--- src/rtl/mem_req_pkg.sv ---
// Shared definitions for the memory-side request arrival buffer:
// default geometry and the issue/access FSM state encoding.
package mem_req_pkg;

    localparam int AREG_FLIT_W_DEF = 48;
    localparam int AREG_DEPTH_DEF  = 4;

    typedef enum logic [1:0] {
        IDLE   = 2'd0,
        ISSUE  = 2'd1,
        ACCESS = 2'd2
    } areg_state_t;

endpackage

--- src/rtl/mem_req_abuf_ram.sv ---
// Flit storage for the arrival buffer: one synchronous write port and one
// asynchronous read port. Contents are deliberately not reset.
module mem_req_abuf_ram #(
    parameter int FLIT_W = 48,
    parameter int DEPTH  = 4,
    parameter int ADDR_W = $clog2(DEPTH)
) (
    input  logic              clk,
    input  logic              we,
    input  logic [ADDR_W-1:0] waddr,
    input  logic [FLIT_W-1:0] wdata,
    input  logic [ADDR_W-1:0] raddr,
    output logic [FLIT_W-1:0] rdata
);

    logic [FLIT_W-1:0] mem [DEPTH];

    always_ff @(posedge clk) begin
        if (we) begin
            mem[waddr] <= wdata;
        end
    end

    assign rdata = mem[raddr];

endmodule

--- src/rtl/mem_req_abuf.sv ---
// Multi-entry arrival buffer between the ring's memory-bound port and the
// memory controller. Optional sticky overflow flag: define AREG_OVF_CHECK_EN.
module mem_req_abuf
    import mem_req_pkg::*;
#(
    parameter int FLIT_W = AREG_FLIT_W_DEF,
    parameter int DEPTH  = AREG_DEPTH_DEF,
    parameter int CNT_W  = $clog2(DEPTH) + 1
) (
    input  logic              clk,
    input  logic              rst_n,
    input  logic [FLIT_W-1:0] i_flits_m,
    input  logic              v_i_flits_m,
    output logic              i_m_ready,
    input  logic              mem_done_access,
    output logic [FLIT_W-1:0] areg_flits,
    output logic              v_areg_flits,
    output logic              areg_busy,
    output logic [CNT_W-1:0]  areg_count,
    output logic              areg_ovf
);

    localparam int               PTR_W    = $clog2(DEPTH);
    localparam logic [CNT_W-1:0] FULL_CNT = CNT_W'(DEPTH);
    localparam logic [PTR_W-1:0] LAST_PTR = PTR_W'(DEPTH - 1);

    areg_state_t      state;
    logic [PTR_W-1:0] wr_ptr;
    logic [PTR_W-1:0] rd_ptr;
    logic [CNT_W-1:0] count;
    logic [CNT_W-1:0] count_next;
    logic             push;
    logic             pop;
    logic [FLIT_W-1:0] rd_data;

    assign i_m_ready  = (count != FULL_CNT);
    assign push       = v_i_flits_m && i_m_ready;
    assign pop        = (state == ACCESS) && mem_done_access;
    assign count_next = count + CNT_W'(push) - CNT_W'(pop);

    mem_req_abuf_ram #(
        .FLIT_W (FLIT_W),
        .DEPTH  (DEPTH),
        .ADDR_W (PTR_W)
    ) u_ram (
        .clk   (clk),
        .we    (push),
        .waddr (wr_ptr),
        .wdata (i_flits_m),
        .raddr (rd_ptr),
        .rdata (rd_data)
    );

    always_ff @(posedge clk or negedge rst_n) begin
        if (!rst_n) begin
            wr_ptr <= '0;
            rd_ptr <= '0;
            count  <= '0;
        end else begin
            if (push) begin
                wr_ptr <= (wr_ptr == LAST_PTR) ? '0 : wr_ptr + 1'b1;
            end
            if (pop) begin
                rd_ptr <= (rd_ptr == LAST_PTR) ? '0 : rd_ptr + 1'b1;
            end
            count <= count_next;
        end
    end

    // Issue decisions use the post-pop count so a push landing in the
    // retire cycle keeps the pipeline going without an IDLE bubble.
    always_ff @(posedge clk or negedge rst_n) begin
        if (!rst_n) begin
            state <= IDLE;
        end else begin
            case (state)
                IDLE: begin
                    if (count != '0) begin
                        state <= ISSUE;
                    end
                end
                ISSUE: begin
                    state <= ACCESS;
                end
                ACCESS: begin
                    if (mem_done_access) begin
                        state <= (count_next != '0) ? ISSUE : IDLE;
                    end
                end
                default: begin
                    state <= IDLE;
                end
            endcase
        end
    end

    assign v_areg_flits = (state == ISSUE);
    assign areg_busy    = (state != IDLE);
    assign areg_count   = count;
    // Storage is unreset, so hide it while empty to give a clean zero.
    assign areg_flits   = (count != '0) ? rd_data : '0;

`ifdef AREG_OVF_CHECK_EN
    logic ovf_q;

    always_ff @(posedge clk or negedge rst_n) begin
        if (!rst_n) begin
            ovf_q <= 1'b0;
        end else if (v_i_flits_m && (count == FULL_CNT)) begin
            ovf_q <= 1'b1;
        end
    end

    assign areg_ovf = ovf_q;
`else
    assign areg_ovf = 1'b0;
`endif

endmodule

--- config.mk ---
export PLATFORM = sky130hd
export DESIGN_NAME = mem_req_abuf
export DESIGN_NICKNAME = d
export VERILOG_FILES = /design/src/rtl/mem_req_pkg.sv /design/src/rtl/mem_req_abuf_ram.sv /design/src/rtl/mem_req_abuf.sv
export SDC_FILE = /design/constraint.sdc
export NUM_CORES = 1
export LEC_CHECK = 0
export CAP_MARGIN = 10
export CORE_ASPECT_RATIO = 1.25
export CORE_MARGIN = 1.5
export CORE_UTILIZATION = 61
export CTS_CLUSTER_SIZE = 28
export DETAILED_ROUTE_END_ITERATION = 7
export DONT_BUFFER_PORTS = 1
export GPL_ROUTABILITY_DRIVEN = 1
export PLACE_DENSITY = 0.85
export REMOVE_ABC_BUFFERS = 1
export SLEW_MARGIN = 20
export SYNTH_ARGS = -nofsm -noshare
export SYNTH_HDL_FRONTEND = slang
export SYNTH_SLANG_ARGS = --single-unit
--- constraint.sdc ---
create_clock -name clk -period 2.9 [get_ports clk]
set_input_delay 0.29 -clock clk [delete_from_list [all_inputs] [get_ports clk]]
set_output_delay 0.29 -clock clk [all_outputs]
set_load 0.01 [all_outputs]
## Word level (Yosys, flattened, before mapping)

Memories as Yosys holds them, arrays and structs flattened.
Cells that the tools add are included.

- Register bits: 9
- Memory bits (writable): 192
- Input bits: 52
- Output and inout bits: 55
- Memories: 1

- Add/subtract/negate cells: 4
- Equality and inequality tests: 7
- Multiplexer cells: 9
- Reduce and logical (&&, ||, !) cells: 7

Memories:

| name | words | width | rd ports | clocked after Yosys merged registers in | write ports | line | RTL |
|---|---|---|---|---|---|---|---|
| u_ram.mem | 4 | 48 | 1 | 0 | 1 | mem_req_abuf_ram.sv:16 | `logic [FLIT_W-1:0] mem [DEPTH];` |

Operator list:

| cell | count |
|---|---|
| 2-to-1 mux 48 bit | 1 |
| 2-to-1 mux 2 bit | 4 |
| equality test 2 bit (second input constant) | 3 |
| case mux 2 bit (3 select lines) | 1 |
| nonzero test 3 bit | 2 |
| adder 2 x 1 -> 2 bit (second input constant) | 2 |
| inequality test 2 bit (second input constant) | 2 |
| adder 3 x 1 -> 3 bit | 1 |
| 2-to-1 mux 1 bit | 3 |
| inequality test 3 bit (second input constant) | 1 |
| subtractor 3 x 1 -> 3 bit | 1 |
| equality test 2 x 1 -> 1 bit (second input constant) | 1 |
| logical AND 1 bit | 2 |
| zero test 2 bit | 1 |
| AND reduction 2 bit | 1 |
| nonzero test 2 bit | 1 |

## Depth between registers and ports, before layout

- Depth in word-level cells: 8
- Depth in mapped cells: 10
- Mapped depth without buffers: 10

## Modules after synthesis

From an unflattened synthesis, not the netlist that was laid out.

- Cells, all modules: 347
- Area total of the unflattened synthesis: 7748.7 um^2

Modules (own cells, without submodules):

| module | instances | cells each | area each (um^2) | sequential area each (um^2) |
|---|---|---|---|---|
| mem_req_abuf_ram | 1 | 254 | 6949.2 | 5765.5 |
| mem_req_abuf | 1 | 93 | 799.5 | 225.2 |

## Least setup slack after synthesis

Ideal clock, no wire load.

- Path type: flip-flop to flip-flop
- Start: register count[1] (netlist: areg_count[1])
- End: register state[0]
- Arrival: 2.362 ns
- Data required time: 2.771 ns
- Path slack: 0.409 ns
- Stages on the path, launching flop included: 11
- Path buffers: 0
- Cell sequence: dfrtp_1 -> or3b_4 -> and2_4 -> inv_1 -> ha_1 -> inv_1 -> ha_1 -> fa_1 -> xnor2_1 -> xnor2_1 -> o41a_1

- Cells in the longest elaborated chain, start to end: 8

RTL lines:

| item | line | RTL |
|---|---|---|
| start, declared | mem_req_abuf.sv:30 | `logic [CNT_W-1:0] count;` |
| start signal, assigned | mem_req_abuf.sv:66 | `count <= count_next;` |
| inequality test 3 bit | mem_req_abuf.sv:36 | `assign i_m_ready = (count != FULL_CNT);` |
| net i_m_ready | mem_req_abuf.sv:14 | `output logic i_m_ready,` |
| logical AND 1 bit | mem_req_abuf.sv:37 | `assign push = v_i_flits_m && i_m_ready;` |
| adder 3 x 1 -> 3 bit | mem_req_abuf.sv:39 | `assign count_next = count + CNT_W'(push) - CNT_W'(pop);` |
| subtractor 3 x 1 -> 3 bit | mem_req_abuf.sv:39 |  |
| net count_next[2] | mem_req_abuf.sv:31 | `logic [CNT_W-1:0] count_next;` |
| nonzero test 3 bit | mem_req_abuf.sv:87 | `state <= (count_next != '0) ? ISSUE : IDLE;` |
| 2-to-1 mux 1 bit | mem_req_abuf.sv:87 |  |
| 2-to-1 mux 2 bit | mem_req_abuf.sv:86 | `if (mem_done_access) begin` |
| case mux 2 bit (3 select lines) | mem_req_abuf.sv:76 | `case (state)` |
| end signal, assigned | mem_req_abuf.sv:87 |  |
| end, declared | mem_req_abuf.sv:27 | `areg_state_t state;` |

The timed path passes the listed nets, and every way through them passes these cells. The select of a mux whose other input is x is not followed.
A chain may end at the register's enable or synchronous reset.

## Final worst setup path

- Start: register count[2] (netlist: areg_count[2])
- End: register state[0]

Same word-level chain as after synthesis.

==> results.cfg <==
[status]
status = completed

[run]
cap_violations = 0

[detailed_routing]
wl_um = 13500
top_layer = met4
wl_met1_um = 5300
vias = 3503
first_pass_iters = 4
drc_errors = 0
vias_per_cell = 5.87
drtIter0Drc = 305
wl_met2_um = 7160
ant_nets = 0
post_drt_wl_per_cell_um = 22.6
wl_met3_um = 718

[floorplanning]
ios = 107
die_width_um = 104
start_util_pct = 62.0
dieArea_um2 = 13500
die_y_um = 130
core_area_um2 = 12600
fp-row-count = 46

[setup_path]
critPathRequiredTime_ps = 3260
reg2reg_slack_ps = 190
critPathMaxStageDelay_ps = 490
setup.worst_path.class = flop to flop
critPathCaptureType = flop
critPathMaxFanout = 6
critPathLaunchType = flop
r2r_start = areg_count[2]
cp_top_family = adder cells
critPathBufInv = 2
reg2regPathDepth = 10
path_cells = or3b_4, and2_4, inv_1, ha_1, inv_1, ha_1, fa_1, xnor2_1, xnor2_1, o41a_1
worstPathArrival_ps = 3070
rr_endpoint = state[0]
critical_path.slowest_cell = dfrtp_1

[clock_tree]
root_buffer = clkbuf_16
htreeDepth = 1
clkLatencyLatePin_ps = 480
cts_setup_buffers = 0
cts.sinks = 201
numCtsBuffers = 18
cts_tree = done
clk_pin_slew_ps = 70
clockBufferDepth = 3

[yosys]
synth_top_family_by_area = multiplexers
synth_top_area_share_pct = 73.7
synth_fa_ha_area_share_pct = 1.38
synth.area.top_cells = edfxtp_1, mux4_2, nor2b_1
synth_warnings = 0
synth-compound-area-share_pct = 0.304
yosysSeqAreaShare_pct = 76.6
synth_area_per_cell_um2 = 22.2
synth_enable_flop_cells = 192
syn_area_um2 = 7820
ys_types = 29
synthMuxAreaShare_pct = 14.4
synth-seq-cells = 201
synthSimpleGateAreaFrac_pct = 5.22
async_flop_share_pct = 4.48
yosys.area_share.xor_xnor_pct = 0.224
synthFlopType = edfxtp_1
synthCells = 353
yosysTopAreaCell = edfxtp_1

[worst_hold_path]
whs_path_depth = 2
hold_path_class = input port to flop
holdPathEnd = state[1]
hold_path_startpoint = mem_done_access

[grt]
grt_max_degree = 50
grt-ovfl-total = 0
antenna_found_initial = 1
grt_first_pass_wirelength_um = 20700
grtUsageTotal_pct = 20.3
grt_pass1_vias = 3788

[power_and_ir_drop]
p_seq_share_pct = 47.2
p_per_area_nw_per_um2 = 993
p_comb_share_pct = 28.0
power_frac_clock_pct = 24.8
swShare_pct = 29.6
p_leak_nw = 3.03
ir_worst_vdd_mv = 0.927
internal-power_mw = 6.37
p_sw_mw = 2.68

[finish]
fin_util_pct = 72.3
fin_nets = 476
register_area_um2 = 6000
nFillCells = 727
drive_above_1_share_pct = 22.9
multi_input_area_um2 = 1690
design_area_um2 = 9110
syn2layout_area_growth_pct = 16.6
stdcell_count = 597

[placement]
post_dp_cell_area_um2 = 8060
dp.cells = 515
place_congestion = 0.748
dpl.hpwl_um = 7770
io_buffers = 0

[timing]
clock.fmax_mhz = 369
fin_crit_sh_pct = 93.5
fin_skew_ps = 8.35
report.final.setup_viol = 0
relSlewSlack_pct = 32.5
fin_crit_ps = 2710
drv_slew = 0
tightest_slew_ps = 1010
rsz0062_at_grt = no
hold_viol = 0
==> synthesized netlist by cell type, types with 2 or more instances <==
cell type and count:
ha_1 7, or2_2 2, buf_1 3, buf_6 5, edfxtp_1 192, mux4_2 47, inv_1 8, and3_2 4
buf_2 3, dfrtp_1 9, xnor2_1 2, and2b_1 6, nor3_1 2, nor2b_1 43, clkbuf_1 4, mux2_4 2
buf_4 2
==> worst max path at each step <==
stage                  startpoint            end  slack, ps  cells past startpoint
floorplan               rd_ptr[0]  areg_flits[0]       -270                      2
global placement    areg_count[2]       state[0]        320                     10
detailed placement  areg_count[2]       state[0]        180                     10
CTS                 areg_count[2]       state[0]        170                     10
global route        areg_count[2]       state[0]        110                     10
finish              areg_count[2]       state[0]        190                     10
==> layout by cell type (no fill, tap or decap), drive strengths merged, types with 3 or more instances in the layout <==
cell type,Yosys,layout
clkbuf,4,24
mux4,48,48
clkinv,0,6
inv,8,8
mux2,3,3
and3,4,4
dlygate4sd3,0,49
buf,13,11
nor2b,43,43
dfrtp,9,9
and2b,6,6
ha,7,7
edfxtp,192,192
nor3,3,3
==> flip-flops by register name, indices dropped and copies added, names as in the netlist <==
| register | flops |
|---|---|
| areg_count | 3 |
| rd_ptr | 2 |
| state | 2 |
| u_ram.mem | 192 |
| wr_ptr | 2 |
==> routing by layer <==
| metal | GRT usage, % | up-vias |
|---|---|---|
| met3 | 4.02 | 26 |
| met2 | 35.5 | 118 |
| met4 | 7.84 | 0 |
| met5 | 0 | - |
| li1 | - | 1547 |
| met1 | 25.4 | 1812 |
==> power by group through the flow <==
stage          clock network, mW  logic [mW]  registers (mW)
2_1_floorplan                  0        1.88            4.25
3_3_place_gp                   0        2.44            4.30
3_5_place_dp                   0        2.49            4.35
4_1_cts                     2.28        2.58            4.29
5_1_grt                     2.39        2.73            4.34
6_report                    2.24        2.54            4.27
==> stage by stage <==
step | total power [mW] | TNS, ps | hold slack, ps | setup slack (ps)
final | 9.05 | 0 | 91.4 | 190
after detailed placement | 6.84 | 0 | -5.37 | 180
after floorplan | 6.14 | -9850 | -5.59 | -272
after global routing | 9.47 | 0 | 100 | 106
after global placement | 6.74 | 0 | -5.39 | 318
after CTS | 9.15 | 0 | 75.4 | 171
==> cell type report <==
type                    instances  share of cell area, %
diodes                          1                 0.0275
clock buffers                  24                   5.42
clock inverters                 8                  0.728
inverters                       8                  0.329
multi-input cells             127                   18.6
flip-flops and latches        201                   65.8
well taps                     168                   2.31
repair buffers                 60                   6.84
==> timing repair <==
action / 4_1_cts / 5_1_grt
resized for setup: 0 / 0
hold buffers: 49 / 0
hold endpoints to repair: 201 / 0
endpoints found under the setup margin: 0 / 0
==> logic make-up after synthesis <==
logic type | count (synthesis)
xor+xnor | 2
other cells | 1
flops | 201
mux | 51
fa+ha+maj | 8
compound gates | 3
buf+inv | 25
simple gates | 62
No activity file was read; power rests on OpenSTA's default activity.
